**src/rtl/pkg_Q3.sv**
```systemverilog
// Shared types for the ALSU command scheduler.
//   opcode_typedef : ALSU opcode encoding
//   alsu_in_t      : one cycle of ALSU input drive (everything except repeat count)
//   alsu_cmd_t     : a requester command = ALSU drive + repeat count
//   sched_state_t  : scheduler FSM states
//   PARK_CMD       : benign drive presented to the ALSU whenever no command is issuing
package pkg_Q3;

    typedef enum logic [2:0] {
        OR        = 3'd0,
        XOR       = 3'd1,
        ADD       = 3'd2,
        MULT      = 3'd3,
        SHIFT     = 3'd4,
        ROTATE    = 3'd5,
        INVALID_6 = 3'd6,
        INVALID_7 = 3'd7
    } opcode_typedef;

    typedef struct packed {
        opcode_typedef     opcode;
        logic signed [2:0] A;
        logic signed [2:0] B;
        logic              cin;
        logic              serial_in;
        logic              direction;
        logic              red_op_A;
        logic              red_op_B;
        logic              bypass_A;
        logic              bypass_B;
    } alsu_in_t;

    typedef struct packed {
        alsu_in_t   alsu;
        logic [2:0] rpt;    // command is driven rpt+1 consecutive cycles
    } alsu_cmd_t;

    typedef enum logic [1:0] {
        IDLE  = 2'd0,
        ISSUE = 2'd1,
        DRAIN = 2'd2,
        RESP  = 2'd3
    } sched_state_t;

    // OR of zeros: produces out=0, leds=0 and leaves no reduction/bypass side effects.
    localparam alsu_in_t PARK_CMD = '{
        opcode:    OR,
        A:         3'sd0,
        B:         3'sd0,
        cin:       1'b0,
        serial_in: 1'b0,
        direction: 1'b0,
        red_op_A:  1'b0,
        red_op_B:  1'b0,
        bypass_A:  1'b0,
        bypass_B:  1'b0
    };

endpackage

```
**src/rtl/alsu_rr_arb.sv**
```systemverilog
// Two-requester round-robin arbiter.
//   clk, rst  : clock, asynchronous active-low reset
//   en        : grant allowed this cycle (scheduler idle)
//   req[1:0]  : request vector
//   ack       : the granted request was accepted this cycle
//   grant[1:0]: one-hot (or zero) grant
//   grant_idx : index of the granted requester
module alsu_rr_arb (
    input  logic       clk,
    input  logic       rst,
    input  logic       en,
    input  logic [1:0] req,
    input  logic       ack,
    output logic [1:0] grant,
    output logic       grant_idx
);

    // Index of the requester favoured on a tie: the one not granted last.
    logic ptr_q;

    always_comb begin
        // NOTE: every output of a combinational block gets a default first so no latch is inferred.
        grant = 2'b00;
        if (en) begin
            if (req == 2'b11) begin
                grant = ptr_q ? 2'b10 : 2'b01;
            end else begin
                grant = req;   // zero or one bit set: the sole requester wins
            end
        end
    end

    assign grant_idx = grant[1];

    always_ff @(posedge clk or negedge rst) begin
        // NOTE: state is written with non-blocking assignments so all flops update from pre-edge values.
        if (!rst) begin
            ptr_q <= 1'b0;
        end else if (ack) begin
            ptr_q <= ~grant_idx;
        end
    end

endmodule

```
**src/rtl/alsu_sched.sv**
```systemverilog
// Arbitrates two command requesters onto a single registered ALSU, repeats the
// accepted command rpt+1 cycles, waits out the ALSU latency, then captures and
// presents the ALSU result on a valid/ready response port.
//   clk, rst            : clock, asynchronous active-low reset
//   req_valid/ready/cmd : per-requester command handshake (2 requesters)
//   rsp_valid/ready     : response handshake
//   rsp_id/out/leds     : requester index and captured ALSU out/leds
//   alsu_*              : registered drive to the ALSU; alsu_rst is active-high
//   alsu_out/alsu_leds  : ALSU outputs
//   busy                : a command is in flight (state != IDLE)
module alsu_sched
    import pkg_Q3::*;
#(
    parameter int ALSU_LAT = 2     // must be >= 1
) (
    input  logic                 clk,
    input  logic                 rst,
    input  logic [1:0]           req_valid,
    output logic [1:0]           req_ready,
    input  alsu_cmd_t [1:0]      req_cmd,
    output logic                 rsp_valid,
    input  logic                 rsp_ready,
    output logic                 rsp_id,
    output logic signed [5:0]    rsp_out,
    output logic [15:0]          rsp_leds,
    output opcode_typedef        alsu_opcode,
    output logic signed [2:0]    alsu_A,
    output logic signed [2:0]    alsu_B,
    output logic                 alsu_cin,
    output logic                 alsu_serial_in,
    output logic                 alsu_direction,
    output logic                 alsu_red_op_A,
    output logic                 alsu_red_op_B,
    output logic                 alsu_bypass_A,
    output logic                 alsu_bypass_B,
    output logic                 alsu_rst,
    input  logic signed [5:0]    alsu_out,
    input  logic [15:0]          alsu_leds,
    output logic                 busy
);

    // One counter serves both the ISSUE repeat count (up to 8) and DRAIN (ALSU_LAT).
    localparam int CNT_W = ($clog2(ALSU_LAT) > 3) ? $clog2(ALSU_LAT) : 3;
    localparam logic [CNT_W-1:0] DRAIN_LAST = CNT_W'(ALSU_LAT - 1);

    sched_state_t     state_q, state_d;
    logic [CNT_W-1:0] cnt_q, cnt_d;
    logic [2:0]       rpt_q;
    logic             id_q;
    logic signed [5:0] rsp_out_q;
    logic [15:0]      rsp_leds_q;
    alsu_in_t         alsu_q;

    logic [1:0]       grant;
    logic             grant_idx;
    logic             accept;
    logic             capture;

    alsu_rr_arb u_arb (
        .clk       (clk),
        .rst       (rst),
        .en        (state_q == IDLE),
        .req       (req_valid),
        .ack       (accept),
        .grant     (grant),
        .grant_idx (grant_idx)
    );

    assign req_ready = grant;
    assign accept    = |(req_valid & grant);

    always_comb begin
        state_d = state_q;
        cnt_d   = cnt_q;
        capture = 1'b0;
        unique case (state_q)
            IDLE: begin
                if (accept) begin
                    state_d = ISSUE;
                    cnt_d   = '0;
                end
            end
            ISSUE: begin
                if (cnt_q == CNT_W'(rpt_q)) begin
                    state_d = DRAIN;
                    cnt_d   = '0;
                end else begin
                    cnt_d = cnt_q + 1'b1;
                end
            end
            DRAIN: begin
                // The last drain edge sees the ALSU output for the final issued cycle.
                if (cnt_q == DRAIN_LAST) begin
                    state_d = RESP;
                    capture = 1'b1;
                end else begin
                    cnt_d = cnt_q + 1'b1;
                end
            end
            RESP: begin
                if (rsp_ready) begin
                    state_d = IDLE;
                end
            end
            default: state_d = IDLE;
        endcase
    end

    always_ff @(posedge clk or negedge rst) begin
        if (!rst) begin
            state_q    <= IDLE;
            cnt_q      <= '0;
            rpt_q      <= '0;
            id_q       <= 1'b0;
            rsp_out_q  <= '0;
            rsp_leds_q <= '0;
            alsu_q     <= PARK_CMD;
        end else begin
            state_q <= state_d;
            cnt_q   <= cnt_d;
            if (accept) begin
                rpt_q <= req_cmd[grant_idx].rpt;
                id_q  <= grant_idx;
            end
            if (capture) begin
                rsp_out_q  <= alsu_out;
                rsp_leds_q <= alsu_leds;
            end
            // The drive register is loaded at the accept edge so the command is
            // on the ALSU for exactly the cycles spent in ISSUE.
            if (state_d != ISSUE) begin
                alsu_q <= PARK_CMD;
            end else if (accept) begin
                alsu_q <= req_cmd[grant_idx].alsu;
            end
        end
    end

    assign busy      = (state_q != IDLE);
    assign rsp_valid = (state_q == RESP);
    assign rsp_id    = id_q;
    assign rsp_out   = rsp_out_q;
    assign rsp_leds  = rsp_leds_q;

    assign alsu_opcode    = alsu_q.opcode;
    assign alsu_A         = alsu_q.A;
    assign alsu_B         = alsu_q.B;
    assign alsu_cin       = alsu_q.cin;
    assign alsu_serial_in = alsu_q.serial_in;
    assign alsu_direction = alsu_q.direction;
    assign alsu_red_op_A  = alsu_q.red_op_A;
    assign alsu_red_op_B  = alsu_q.red_op_B;
    assign alsu_bypass_A  = alsu_q.bypass_A;
    assign alsu_bypass_B  = alsu_q.bypass_B;
    assign alsu_rst       = ~rst;

endmodule
```
**config.mk**
```make
export PLATFORM = sky130hd
export DESIGN_NAME = alsu_sched
export DESIGN_NICKNAME = d
export VERILOG_FILES = /design/src/rtl/pkg_Q3.sv /design/src/rtl/alsu_rr_arb.sv /design/src/rtl/alsu_sched.sv
export SDC_FILE = /design/constraint.sdc
export NUM_CORES = 1
export LEC_CHECK = 0
export ABC_AREA = 1
export CORE_MARGIN = 5
export CORE_UTILIZATION = 46
export CTS_CLUSTER_SIZE = 12
export DETAILED_ROUTE_END_ITERATION = 8
export PLACE_DENSITY_LB_ADDON = 0.2
export SYNTH_ARGS = -nofsm -noshare
export SYNTH_HDL_FRONTEND = slang
export SYNTH_HIERARCHICAL = 1
export SYNTH_SLANG_ARGS = --single-unit
```
**constraint.sdc**
```tcl
create_clock -name clk -period 3.2 [get_ports clk]
set_input_delay 0.64 -clock clk [delete_from_list [all_inputs] [get_ports clk]]
set_output_delay 0.64 -clock clk [all_outputs]
set_load 0.01 [all_outputs]
```
==> results.md, run 1 <==
- Cell Area, Placed: 0.00365 sq mm
- Asr flop ratio synth: 1.00
- Endpoints failing setup: 0
- Overflow after GRT: 0
- DRC: 0
- Final std cells w/o fill: 507
- Post-CTS setup buffer count: 0
- H-tree levels: 2
- Max-cap violations: 0
- Final Skew: 6.46 ps
- PD cells: 777 mW/mm^2
- Dpl cells: 500
- Post-Syn Nets: 403
- CTS sink cnt: 48
- PostCTS Resize Cnt: 0
- Cells after synthesis: approximately 330
- CP Max Fanout: 3
- Max Root-Sink Buffers: 2
- Synth-to-layout area growth: 46.7%
- Final Cell Area: 0.00373 sq mm
- Slew of the pin with the lowest slew margin: 686 ps
- Sequential share of the synthesized area: 0.472
- Core box area: 0.00544 sq mm
- Post-synth EDFFs: 0
- First-pass DRT Iterations: 4
- Cell area after synthesis: 0.00254 sq mm
- TNS Setup: 0 ps
- Initial antenna violation count: 0
- Flop pwr share: 0.350
- #FFs+latches synth: 48
- Dpl ws: approximately 420 ps
- Clock Latency Late Sink: 290 ps
- CTS tree: yes
- Primary FF master, synth: dfrtp_1
- Crit start category: primary input
- Initial Util: 0.468
- RSZ-0062 raised after global routing: no
- DRT Wirelength: 6470 um
- Comb power frac: 0.533
- Type of destination of the critical path: output pin
- Final hold vios: 0
- Switching pwr: 0.00116 W
- Layout cells sized above 1: 0.0690
- Layout Utilization: 0.686
- Req. time, crit path: 2560 ps
- Clk pwr share: 0.118
- CP cell instances: clkdlybuf4s50_1, nand2_1, a21oi_1, clkdlybuf4s50_1
- LEAKAGE: 1.86 nW
- Setup Crit Path Kind: in2out
- Unique cell type count in the Yosys netlist: 27
- Post-layout nets: approximately 500
- Top-count cell post-synth: nand2_1
- Yosys warning total: 6
- CTS root buf: clkbuf_8
- Post-DP HPWL: 4870 um
- Reg clk slew, reported paths: 90 ps
- Top Ports: 109
- Row Count: 27
- CP max stage delay: about 580 ps
- Internal power: 0.00174 W
- Vias per inst: 4.67
- DR vias: 2369
- Synth top area share: 0.472
- Fillers: 474
- Routed len/inst: 12.8 um
- Critical-path top delay cell: clkdlybuf4s50_1
- Vias in the first global route: 2325
- Max Slew Vio Count: 0
- Die width: 84.4 um
- Hold_buf cts: 0
- Outcome: finished clean
- Synth area leaders: dfrtp_1 (47%), nand2_1 (20%), inv_1 (7.7%)
- Overall global routing resource usage: 0.186
- Final period util: 0.822
- Post-synth top cells: nand2_1 (135), inv_1 (52), dfrtp_1 (48), nand3_1 (19), o211ai_1 (18)
- Tmin final: around 2600 ps
- Max Fclk: 380 MHz
- Die area: 0.00712 sq mm
- Register Area: 0.00120 sq mm
- Hold Path Class: in2async
- Maximum VDD drop: around 0.00043 V
- Sw frac: 0.399
- Area of the multi-input gates: 0.00107 sq mm
- CP most frequent cell: clkdlybuf4s50_1
- Largest net degree at the start of global routing: 49
- Syn avg cell area: 7.67 sq um
- Diodes inserted: 0
- DIE HEIGHT: 84.4 um
- Routed Antenna Nets: 0
- Arrival @ worst endpoint: between 1500 and 2000 ps
- Area leader, netlist: dfrtp_1
- Slew HR: 0.542
- Port Buffers: 108
- Final WS setup: 571 ps
- First-pass GRT wire length: 11000 um
- Routability congestion estimate: 0.800
- Total CTS buffers: 5
- Initial DRC count: 86
==> final cells by class <==
class,count,share of cell area
Multi-Input combinational cell,217,0.288
Clock buffer,6,0.0194
Sequential cell,48,0.322
Inverter,53,0.0533
Tap cell,72,0.0241
Timing Repair Buffer,110,0.292
Clock inverter,1,0.00134
==> stage by stage <==
step	total power [W]	hold slack [ps]
finish	0.00290	460
global route	0.00314	509
CTS	0.00293	488
detailed placement	0.00258	467
global placement	0.00254	462
floorplan	0.00189	344
==> final timing paths <==
path,startpoint,end,slack (ps),cells after the start
max in group asynchronous,rst,alsu_red_op_B$_DFFE_PN0P_,2320,2
min in group clk,rsp_leds[2]$_DFFE_PN0P_,rsp_leds[2]$_DFFE_PN0P_,480,2
min reg2reg,rsp_leds[2]$_DFFE_PN0P_,rsp_leds[2]$_DFFE_PN0P_,480,2
min,rst,u_arb/ptr_q$_DFFE_PN0P_,460,2
max reg2reg,state_q[0]$_DFF_PN0_,cnt_q[2]$_DFFE_PN0P_,780,8
max,req_valid[0],req_ready[0],570,4
==> cell families (layout without fill, tap and decap cells) <==
| family | Yosys count | count (layout) | share of synthesized area |
|---|---|---|---|
| buf+inv | 67 | 170 | 0.106 |
| mux | 1 | 1 | 0.00442 |
| flops | 48 | 48 | 0.472 |
| fa+ha+maj | 6 | 6 | 0.0295 |
| compound gates | 24 | 24 | 0.0649 |
| simple gates | 184 | 184 | 0.316 |
| xor+xnor | 2 | 2 | 0.00688 |
==> per-layer routing <==
| metal | global-route usage | part of all wire |
|---|---|---|
| met5 | 0 | 0 |
| met4 | 0.0302 | 0.0056 |
| met3 | 0.0746 | 0.11 |
| met2 | 0.289 | 0.44 |
| met1 | 0.251 | 0.45 |
==> sequential cells by signal, indices dropped and copies added (netlist names) <==
name,cells
alsu_red_op_B,1
alsu_direction,1
alsu_serial_in,1
alsu_opcode,3
alsu_bypass_A,1
alsu_bypass_B,1
alsu_cin,1
rsp_leds,16
alsu_red_op_A,1
rpt_q,3
alsu_A,3
u_arb/ptr_q,1
state_q,2
rsp_out,6
rsp_id,1
alsu_B,3
cnt_q,3
==> placed cells by master (no fill, tap or decap) <==
| cell type | n |
|---|---|
| nand4_1 | 3 |
| buf_2 | 1 |
| buf_4 | 2 |
| o21ai_0 | 3 |
| nor2_2 | 10 |
| clkbuf_1 | 1 |
| nand3_2 | 2 |
| nor2_1 | 7 |
| nor3_2 | 1 |
| inv_2 | 1 |
| a21oi_1 | 3 |
| nand2_1 | 135 |
| nand3_1 | 19 |
| or2_0 | 1 |
| mux2_2 | 1 |
| nand2_2 | 3 |
| xnor2_1 | 1 |
| clkbuf_8 | 5 |
| nand3_4 | 1 |
| dfrtp_1 | 48 |
| clkdlybuf4s50_1 | 107 |
| xor2_1 | 1 |
| nand2_4 | 1 |
| o211ai_1 | 18 |
| nor2_4 | 1 |
| ha_1 | 6 |
| inv_1 | 52 |
| clkinv_2 | 1 |
==> power groups by stage <==
| stage | registers (W) | clock network [W] | logic [W] |
|---|---|---|---|
| floorplan | 0.00110 | 0 | 0.000788 |
| global placement | 0.00101 | 0 | 0.00152 |
| detailed placement | 0.00102 | 0 | 0.00156 |
| CTS | 0.00102 | 0.000351 | 0.00157 |
| global route | 0.00105 | 0.000381 | 0.00171 |
| finish | 0.00101 | 0.000341 | 0.00154 |
==> critical path, delay by kind of cell <==
kind / cells / cell delay, ps
buffers and inverters: 2 / 1100
AOI/OAI and AO/OA: 1 / 190
and+or+nand+nor: 1 / 60
(Power assumes the default switching activity.)
==> run 2: changes to the inputs <==
- CORE_UTILIZATION: 46 -> 38
- clock period: 3.2 -> 2.4 ns (I/O delays scaled with it)
==> results.md, run 2 (synthesis gave the netlist of run 1 again) <==
- Outcome: finished clean
- Internal power: 0.00238 W
- Req. time, crit path: 1920 ps
- Most frequent cells in the layout: nand2_1 (135), clkdlybuf4s50_1 (105), inv_1 (52)
- Post-layout nets: roughly 500
- Delay-heaviest family, CP: buffers and inverters
- Final std cells w/o fill: around 520
- Largest net degree at the start of global routing: around 50
- Max-cap violations: 0
- Power Total: 0.00393 W
- Overflow after GRT: 0
- Reg clk slew, reported paths: roughly 90 ps
- Final WS setup: 129 ps
- Top Ports: 109
- Post-DP HPWL: 5080 um
- Slew of the pin with the lowest slew margin: 602 ps
- Initial Util: 0.396
- Min Hold Slack: 300 ps
- Dpl ws: 55.6 ps
- DRT Wirelength: 6780 um
- Final Skew: between 2 and 2.5 ps
- Area of the multi-input gates: about 0.0011 sq mm
- Tmin final: 2270 ps
- Hold Path Class: in2async
- Critical-path top delay cell: clkdlybuf4s50_1
- Final hold vios: 0
- Comb power frac: 0.529
- Crit start category: flip-flop
- Leading cell type in the layout, fill and taps excluded: nand2_1
- Post-CTS setup buffer count: 0
- CTS sink cnt: 48
- Hold_buf cts: 0
- Maximum VDD drop: 0.000496 V
- CP most frequent cell: inv_1
- Initial DRC count: 95
- CP Max Fanout: 4
- Max Root-Sink Buffers: 2
- Layout cells sized above 1: 0.0882
- Overall global routing resource usage: 0.164
- Port Buffers: about 110
- CP max stage delay: 570 ps
- Clk pwr share: 0.126
- Max Fclk: 440 MHz
- CP cell instances: inv_1, ha_2, inv_1, clkdlybuf4s50_1
- Diodes inserted: 0
- Final period util: 0.946
- Initial antenna violation count: 0
- DRC: 0
- Clock Latency Late Sink: 290 ps
- Vias in the first global route: 2415
- H-tree levels: 2
- Slew HR: 0.599
- PD cells: 1030 mW/mm^2
- First-pass DRT Iterations: 4
- Switching pwr: roughly 0.0016 W
- DIE HEIGHT: 91.8 um
- Arrival @ worst endpoint: 1790 ps
- Max Slew Vio Count: 0
- PostCTS Resize Cnt: 3
- First-pass GRT wire length: approximately 11000 um
- Setup Crit Path Kind: reg2out
- CTS tree: yes
- Row Count: 29
- CTS root buf: clkbuf_8
- RSZ-0062 raised after global routing: no
- Synth-to-layout area growth: 49.3%
- TNS Setup: 0 ps
- Routed len/inst: 13.1 um
- Routed Antenna Nets: 0
- Core box area: 0.00642 sq mm
- Type of destination of the critical path: output pin
- Routability congestion estimate: 0.834
- Vias per inst: 4.61
- Flop pwr share: 0.345
- LEAKAGE: 1.90 nW
- Number of buffers and inverters on the critical path: 3
- Reg-to-reg slack, setup: 360 ps
- Total CTS buffers: 5
- Max reg flops: 16
- Fillers: 599
- Die width: 91.8 um
- Sw frac: 0.395
- DR vias: roughly 2400
- Dpl cells: 511
- Die area: 0.00843 sq mm
- Register Area: 0.00120 sq mm
- Endpoints failing setup: 0
[run 2: cell count changes in the layout (fill, tap and decap cells not counted), sizes merged]
cell / change
buf: +6
clkdlybuf4s50: -2
dlygate4sd2: +2
clkinv: +1
[run 2: worst reg2reg max path, delay by kind of cell, from the launching register on]
kind                     cells  cell delay, ps
buffers and inverters        4             550
flip-flops                   1             440
AND/OR/NAND/NOR              4             360
multiplexers                 1             360
adder cells (fa/ha/maj)      1             220
[run 2: path summary, 6_finish.rpt]
kind	endpoint	startpoint	depth (start not counted)
worst max register to register	rsp_id$_DFFE_PN0P_	state_q[0]$_DFF_PN0_	10
worst min register to register	rsp_out[1]$_DFFE_PN0P_	rsp_out[1]$_DFFE_PN0P_	2
min in group clk	rsp_out[1]$_DFFE_PN0P_	rsp_out[1]$_DFFE_PN0P_	2
worst min-delay path	rpt_q[1]$_DFFE_PN0P_	rst	2
max in group asynchronous	alsu_red_op_A$_DFFE_PN0P_	rst	2
worst max-delay path	busy	state_q[0]$_DFF_PN0_	4
[run 2: per-layer routing]
metal  up-vias  part of all wire  track usage
li1       1228                 -            -
met1      1079              0.43        0.196
met2        84              0.45        0.267
met3         4              0.11       0.0777
met4         0            0.0075       0.0408
met5         -                 0            0
[run 2: metrics by stage]
stage | cell area [sq um] | utilization
floorplan | 2540 | -
global placement | 3710 | 0.577
detailed placement | 3710 | 0.577
CTS | 3800 | 0.591
global route | 3800 | 0.591
finish | 3800 | 0.591
[run 2: cell type report]
type / count / area share
Clock buffer: 6 / 0.0217
Timing Repair Buffer: 116 / 0.298
Multi-Input combinational cell: 217 / 0.283
Clock inverter: 2 / 0.00264
Sequential cell: 48 / 0.316
Inverter: 53 / 0.0524
Tap cell: 77 / 0.0254
[run 2: power groups by stage]
stage          clock network [W]  logic, W  registers, W
6_report                0.000496   0.00208       0.00135
5_1_grt                 0.000548   0.00233       0.00140
4_1_cts                 0.000521   0.00212       0.00135
3_5_place_dp                   0   0.00212       0.00135
3_3_place_gp                   0   0.00207       0.00135
2_1_floorplan                  0   0.00105       0.00147
==> run 3: changes to the inputs <==
- CORE_MARGIN: 5 -> not set
- CTS_CLUSTER_SIZE: 12 -> 30
- SYNTH_HIERARCHICAL: 1 -> not set
==> results.md, run 3 <==
- Final Skew: 5.60 ps
- Post-synth EDFFs: 0
- Internal power: about 0.0025 W
- Area leader, netlist: dfrtp_1
- Die width: 81.7 um
- Die area: 0.00667 sq mm
- Fillers: between 500 and 600
- LEAKAGE: 1.69 nW
- Unique cell type count in the Yosys netlist: 24
- Arrival @ worst endpoint: 1800 ps
- Compound-Gate Fraction of Synth Area: 0.0664
- Initial Util: 0.400
- Largest net degree at the start of global routing: 49
- Dpl ws: 176 ps
- Hold Path Class: in2async
- Row Count: 28
- Reg-to-reg slack, setup: 540 ps
- Max Fclk: around 440 MHz
- CTS tree: yes
- Core box area: 0.00603 sq mm
- Overflow after GRT: 0
- Final period util: 0.949
- Max Root-Sink Buffers: 2
- DR vias: 2185
- Vias in the first global route: about 1900
- Yosys warning total: 0
- Top Ports: 109
- Cells after synthesis: 289
- Final hold vios: 0
- PD cells: 1170 mW/mm^2
- Primary FF master, synth: dfrtp_1
- Asr flop ratio synth: 1.00
- Crit start category: flip-flop
- Sequential share of the synthesized area: 0.498
- Grt met1 use: 0.229
- Reg clk slew, reported paths: 80 ps
- Final std cells w/o fill: between 400 and 500
- Post-layout nets: 470
- GR peak layer: met2
- Synth area leaders: dfrtp_1 (50%), nand2_1 (19%), nor2_4 (4.7%)
- Min Hold Slack: 281 ps
- Leading cell type in the layout, fill and taps excluded: nand2_1
- Met3 Usage GRT: 0.0533
- Cell Area, Placed: 0.00352 sq mm
- Req. time, crit path: 1920 ps
- Vias per inst: 4.62
- Final Cell Area: 0.00363 sq mm
- Flop pwr share: 0.329
- Comb power frac: 0.565
- Clock Latency Late Sink: 300 ps
- Total CTS buffers: 5
- Hold_buf cts: 0
- #FFs+latches synth: between 40 and 50
- Port Buffers: between 100 and 150
- Max Slew Vio Count: 0
- CP Max Fanout: 4
- R2R Path Start: state_q[0]$_DFF_PN0_
- Initial antenna violation count: 0
- Endpoints failing setup: 0
- H-tree levels: 2
- Diodes inserted: 0
- Type of destination of the critical path: output pin
- Routability congestion estimate: around 0.75
- Top-count cell post-synth: nand2_1
- M2 GR Usage: 0.283
- Max reg flops: 16
- Setup Crit Path Kind: reg2out
- Routed Antenna Nets: 0
- Cell area after synthesis: between 0.002 and 0.0025 sq mm
- Synth top area share: 0.498
- CTS root buf: clkbuf_8
- R2R depth: 8
- Most frequent cells in the layout: nand2_1 (124), clkdlybuf4s50_1 (107), dfrtp_1 (48)
- Post-synth top cells: nand2_1 (124), dfrtp_1 (48), nand3_1 (19), o21ai_0 (19), inv_1 (14)
- Syn avg cell area: approximately 8.3 sq um
- First-pass DRT Iterations: 4
- DRT Wirelength: 5780 um
- Switching pwr: 0.00174 W
- Dpl cells: 464
- Routed len/inst: 12.2 um
- DIE HEIGHT: about 82 um
- Synth Area in Simple Gates: 0.326
- Post-Synth Adder-Cell Area: 0.0363
- Outcome: finished clean
- First-pass GRT wire length: around 8900 um
- Sw frac: 0.410
- Layout Utilization: 0.602
- Clk pwr share: 0.106
- Overall global routing resource usage: 0.177
- Post-synthesis mux area share: 0
- Synth-to-layout area growth: 50.4%
- Maximum VDD drop: a little over 0.0005 V
- DRC: 0
- Post-Syn Nets: 361
- R2r endpoint: alsu_A[0]$_DFFE_PN0P_
- Max-cap violations: 0
- Main combinational cell family by area after synthesis: simple AND/OR/NAND/NOR gates
- Post-DP HPWL: 4060 um
- CTS sink cnt: 48
- Slew of the pin with the lowest slew margin: ~600 ps
- Tmin final: 2280 ps
- Xor/xnor share of the synthesized area: 0.00363
- Layout cells sized above 1: 0.101
- Initial DRC count: 52
- Final WS setup: 123 ps
- Slew HR: 0.600
run 3: timing repair:
item | CTS | global route
buffers inserted | 0 | 2
endpoints found under the setup margin | 1 | 2
resized for setup | 1 | 3
run 3: final cells by class:
class	instances	area, sq um	area share
repair buffers	116	1140	0.313
multi-input cells	210	1060	0.291
flip-flops and latches	48	1200	0.331
clock inverters	1	5.00	0.00138
well taps	75	93.8	0.0259
clock buffers	6	72.6	0.0200
inverters	17	63.8	0.0176
run 3: how the worst max path moves through the flow:
stage	end	slack (ps)	from	cells past startpoint
floorplan	req_ready[1]	690	state_q[0]$_DFF_PN0_	8
global placement	req_ready[1]	180	req_valid[1]	6
detailed placement	req_ready[1]	180	req_valid[1]	6
CTS	req_ready[1]	6	state_q[1]$_DFF_PN0_	7
global route	req_ready[1]	-7	state_q[1]$_DFF_PN0_	7
finish	req_ready[1]	120	state_q[0]$_DFF_PN0_	7
run 3: logic make-up after synthesis:
| logic type | Yosys count |
|---|---|
| xor gates and xnor gates | 1 |
| buffers and inverters | 31 |
| and+or+nand+nor | 172 |
| AOI/OAI and AO/OA | 30 |
| DFF | 48 |
| adders and majority gates | 7 |
run 3: power by group through the flow:
stage	combinational (W)	clock, W	sequential (W)
2_1_floorplan	0.00132	0	0.00151
3_3_place_gp	0.00234	0	0.00139
3_5_place_dp	0.00237	0	0.00139
4_1_cts	0.00238	0.000473	0.00139
5_1_grt	0.00266	0.000503	0.00144
6_report	0.00240	0.000449	0.00140
run 3: per-stage QoR:
step	power (W)	setup TNS, ps
global route	0.00460	-7.41
finish	0.00424	0
detailed placement	0.00376	0
CTS	0.00424	0
floorplan	0.00283	0
global placement	0.00373	0
run 3: layer usage:
layer	vias to the layer above	wire length [um]
li1	1117	-
met1	974	2720
met2	87	2430
met3	7	554
met4	0	70
met5	-	0
run 3: critical path, cell delays in order (launching register included):
cell and delay [ps]:
dfrtp_1 420, inv_2 130, ha_4 170, nand2_1 80, inv_1 60, nand2_1 60, inv_2 60, clkdlybuf4s50_1 520
==> RTL change 1, RTL diff (flow settings as in run 3) <==
The parameter `ALSU_LAT` goes from 2 to 1.
--- a/src/rtl/alsu_sched.sv
+++ b/src/rtl/alsu_sched.sv
@@ -11,7 +11,7 @@
 module alsu_sched
     import pkg_Q3::*;
 #(
-    parameter int ALSU_LAT = 2     // must be >= 1
+    parameter int ALSU_LAT = 1     // must be >= 1
 ) (
     input  logic                 clk,
     input  logic                 rst,
Formal check against the unedited RTL: not equivalent (Yosys sat finds a counterexample within 4 cycles, from zero or initial values and one cycle with rst low).
==> RTL change 1 against run 3 <==
Synthesized area shrank 3.1%; sequential power shrank 4%; highest routed layer unchanged; count of clock-buffer cells in the layout is the same; setup slack gained 8.5 ps; total power shrank 1.6%; largest power group unchanged; routed wire length shrank 3.2%; final area shrank 1.2%; sequential cell count is the same.
==> RTL change 1: results (changes against run 3) <==
crit-path max cell delay 520 ps (about the same); Distinct cells, synth 23 (was 24); CTS clk-pin slew, worst paths 90 ps; P_leak 1.69 nW (about the same); initial antenna violation count 0 (unchanged); Routed Wire Length 5590 µm (was 5780 µm); cts bufs inserted 5 (unchanged); hold crit path type in2async (unchanged); synth top area cells dfrtp_1 51%, nand2_1 20%, o21ai_0 4.3% (was dfrtp_1 50%, nand2_1 19%, nor2_4 4.7%); FILL cells 535 (was 564); sequential area share after synthesis 0.514 (was 0.498); GRT Total Usage 0.182 (was 0.177); via count 2,153 (was 2,185); # nets final 468 (was 470); dpl hpwl 4140 µm (was 4060 µm); worst slew pin tran 631 ps (was 600 ps); Pre-Repair DR Iteration Count 4 (unchanged); share of cells above drive strength 1 0.0982 (was 0.101); top_reg_cell synth dfrtp_1 (unchanged); vias in the first global route 1,969 (was 1,934); Worst path top cell family by delay buffers and inverters (unchanged); top post-synthesis cells by count 122 x nand2_1, 48 x dfrtp_1, 20 x o21ai_0 (was 124 x nand2_1, 48 x dfrtp_1, 19 x nand3_1, 19 x o21ai_0, 14 x inv_1); placed cell areas 3470 µm² (was 3520 µm²); max reg flops 16 (unchanged); maximum VDD drop 546 µV (was 518 µV); Initial DRC Count 121 (was 52); outcome completed (unchanged); placed insts 463 (was 464); async set-reset flop share out of synthesis 1.00 (unchanged); Layout Skew 4.63 ps (was 5.60 ps); Syn Inst Count 289 (unchanged); RePlAce Congestion 0.794 (was 0.753); first-pass GRT wire length 9030 µm (was 8890 µm); DR vias/cell 4.56 (was 4.62)
[RTL change 1: cell types whose count changed after synthesis, moves of 2 or more]
cell,run 3,this run
nand2_1,124,122
nor2_2,0,10
nand3_1,19,17
nand4_1,0,2
nor2_4,10,0
a21oi_2,0,2
buf_4,4,6
[RTL change 1: final cells by class]
class | count | area, µm² | share of cell area
Inverter | 18 | 67.6 | 0.0188
Multi-Input combinational cell | 209 | 993 | 0.277
Clock buffer | 6 | 82.6 | 0.0230
Timing Repair Buffer | 114 | 1130 | 0.316
Tap cell | 75 | 93.8 | 0.0262
Sequential cell | 48 | 1200 | 0.335
Clock inverter | 2 | 13.8 | 0.00384
[RTL change 1: repair_timing]
| item | CTS | global route |
|---|---|---|
| gates cloned | 0 | 0 |
| resized for setup | 2 | 2 |
| endpoints found under the setup margin | 2 | 2 |
| setup buffers | 0 | 1 |
| hold endpoints to repair | 0 | 0 |
[RTL change 1: path summary, 6_finish.rpt]
kind	depth (start not counted)	end	from	slack (ps)
setup / recovery	7	req_ready[1]	state_q[1]	130
hold / removal	2	rpt_q[0]	rst	300
setup reg to reg	6	rsp_leds[0]	state_q[0]	720
hold reg to reg	2	rsp_id	rsp_id	480
max in group asynchronous	2	cnt_q[2]	rst	1700
min in group clk	2	rsp_id	rsp_id	480
[RTL change 1: power by group]
part / switching [mW] / internal (mW) / total (mW)
combinational: 1.22 / 1.11 / 2.33
sequential: 0.183 / 1.15 / 1.34
clock: 0.274 / 0.236 / 0.510
[RTL change 1: kinds of logic after synthesis]
family                     Yosys count  share of synthesized area
AOI/OAI and AO/OA                   32                     0.0733
xor gates and xnor gates             1                    0.00375
adders and majority gates            7                     0.0375
buffers and inverters               32                     0.0664
DFF                                 48                      0.514
and+or+nand+nor                    169                      0.305
[RTL change 1: per-layer routing]
metal  up-vias  part of all wire  global-route usage
met4         0             0.012              0.0446
li1       1113                 -                   -
met5         -                 0                   0
met1       973              0.44               0.222
met2        60              0.49               0.313
met3         7             0.062              0.0523
[RTL change 1: per-stage QoR]
step | hold WS, ps | util | worst slack, ps
floorplan | 184 | - | 664
global placement | 455 | 0.586 | 183
detailed placement | 464 | 0.586 | 159
CTS | 344 | 0.603 | 7.96
global route | 364 | 0.606 | 13.8
finish | 301 | 0.606 | 131
==> RTL change 2, RTL diff (config.mk and constraints of run 3) <==
Without the edit above. Put a register stage on the outputs `alsu_red_op_A` and `alsu_red_op_B`. The values now appear one clock later. The other outputs are not delayed to match.
--- a/src/rtl/alsu_sched.sv
+++ b/src/rtl/alsu_sched.sv
@@ -148,8 +148,10 @@
     assign alsu_cin       = alsu_q.cin;
     assign alsu_serial_in = alsu_q.serial_in;
     assign alsu_direction = alsu_q.direction;
-    assign alsu_red_op_A  = alsu_q.red_op_A;
-    assign alsu_red_op_B  = alsu_q.red_op_B;
+    always_ff @(posedge clk) begin
+        alsu_red_op_A <= alsu_q.red_op_A;
+        alsu_red_op_B <= alsu_q.red_op_B;
+    end
     assign alsu_bypass_A  = alsu_q.bypass_A;
     assign alsu_bypass_B  = alsu_q.bypass_B;
     assign alsu_rst       = ~rst;
Formal check against the unedited RTL: not equivalent (Yosys sat finds a counterexample within 4 cycles, from zero or initial values and one cycle with rst low).
==> RTL change 2 against run 3 <==
Setup slack got worse by 28 ps; sequential share of layout area up 0.81 points; synthesized area increased by 1.7%; sequential cell count up 2; total power down 0.50%; largest power group unchanged; largest cell class unchanged; via count grew 3.8%; final area rose by 0.97%; synthesized cell count grew 3.8%; register-to-register slack improved by 110 ps; die area grew 1.6%; cell count up 1.3%; routed wire length rose by 3.2%.
==> RTL change 2: results (changes against run 3) <==
Max clock buf depth 2 (unchanged); Highest Clock Rate 0.434 GHz (was 0.439 GHz); worst setup path start rst (was state_q[0]); first-pass GRT wire length 9560 µm (was 8890 µm); Comb group 2.29 mW (was 2.40 mW); vias in the first global route 2,119 (was 1,934); P_leak 1.76 nW (was 1.69 nW); synth top area cells dfrtp_1 49%, nand2_1 19%, ha_1 4.1% (was dfrtp_1 50%, nand2_1 19%, nor2_4 4.7%); P_sw 1.66 mW (was 1.74 mW); GR Util met2 0.313 (was 0.283); Flop+latch power ~1.4 mW; Worst path top cell family by delay buffers and inverters (unchanged); dpl hpwl 4380 µm (was 4060 µm); largest net degree at the start of global routing 45 (was 49); Crit Path Max Fanout 6 (was 4); maximum VDD drop 481 µV (was 518 µV); met2 wire len 2960 µm (was 2430 µm); outcome completed (unchanged); met3 WL post-DR 314 µm (was 554 µm); GRT Total Usage 0.187 (was 0.177); hold crit path type reg2reg (was in2async); Avg WL per Cell 12.4 µm (was 12.2 µm); Mapped Avg Cell Area 8.17 µm² (was 8.35 µm²); Internal 2.56 mW (was 2.50 mW); flop2flop setup slack 650 ps (was 540 ps); Setup WS pre-CTS 159 ps (was 176 ps); Mapped Nets 373 (was 361); Worst path slowest cell dlygate4sd3_1 (was clkdlybuf4s50_1); Routed Wire Length 5960 µm (was 5780 µm); Pre-Repair DR Iteration Count 4 (unchanged); CP endpoint alsu_rst (was req_ready[1]); Initial DRC Count 63 (was 52); GR Util met3 0.0451 (was 0.0533); crit-path max cell delay 570 ps (was 520 ps); starting density of the core 0.405 (was 0.400); r2r endpoint alsu_B[1] (was alsu_A[0]); DR vias/cell 4.74 (was 4.62); async set-reset flop share out of synthesis 0.960 (was 1.00); cells on worst reg2reg path 8 (unchanged); top post-synthesis cells by count 123 x nand2_1, 48 x dfrtp_1, 20 x o21ai_0 (was 124 x nand2_1, 48 x dfrtp_1, 19 x nand3_1, 19 x o21ai_0, 14 x inv_1); # nets final 476 (was 470); routing usage on met1 0.232 (was 0.229); WP data arrival 1830 ps (was 1800 ps); placed insts 467 (was 464); sequential area share after synthesis 0.506 (was 0.498); Max-slew headroom 0.632 (was 0.600); Fin Hold WS 378 ps (was 281 ps); max layer used met4 (unchanged); share of cells above drive strength 1 0.101 (about the same); placed cell areas 3530 µm² (was 3520 µm²); wl on met1 2580 µm (was 2720 µm); Layout Skew 7.87 ps (was 5.60 ps); RePlAce Congestion 0.840 (was 0.753)
-- RTL change 2: changes by cell type after synthesis, sizes merged --
cell / run 3 / this run
dfxtp: 0 / 2
ha: 7 / 8
nand3: 21 / 20
nand4: 0 / 2
nand2: 129 / 127
buf: 11 / 20
-- RTL change 2: layout make-up --
class,instances,area [µm²]
clock buffers,6,82.6
flip-flops and latches,50,1240
multi-input cells,210,1000
fillers,560,2400
clock inverters,2,12.5
well taps,75,93.8
inverters,17,63.8
repair buffers,119,1170
-- RTL change 2: cell families (layout without fill, tap and decap cells) --
family	after synthesis	in the layout	share of synthesized area
xor+xnor	1	1	0.00357
fa+ha+maj	8	8	0.0408
compound gates	30	30	0.0638
buf+inv	40	144	0.0862
flops	50	50	0.506
simple gates	171	171	0.299
-- RTL change 2: what timing repair did --
action | CTS | global route
hold buffers | 1 | 0
gates cloned | 0 | 0
buffers inserted | 0 | 3
hold endpoints to repair | 4 | 0
resized for setup | 2 | 4
setup endpoints to repair | 2 | 2
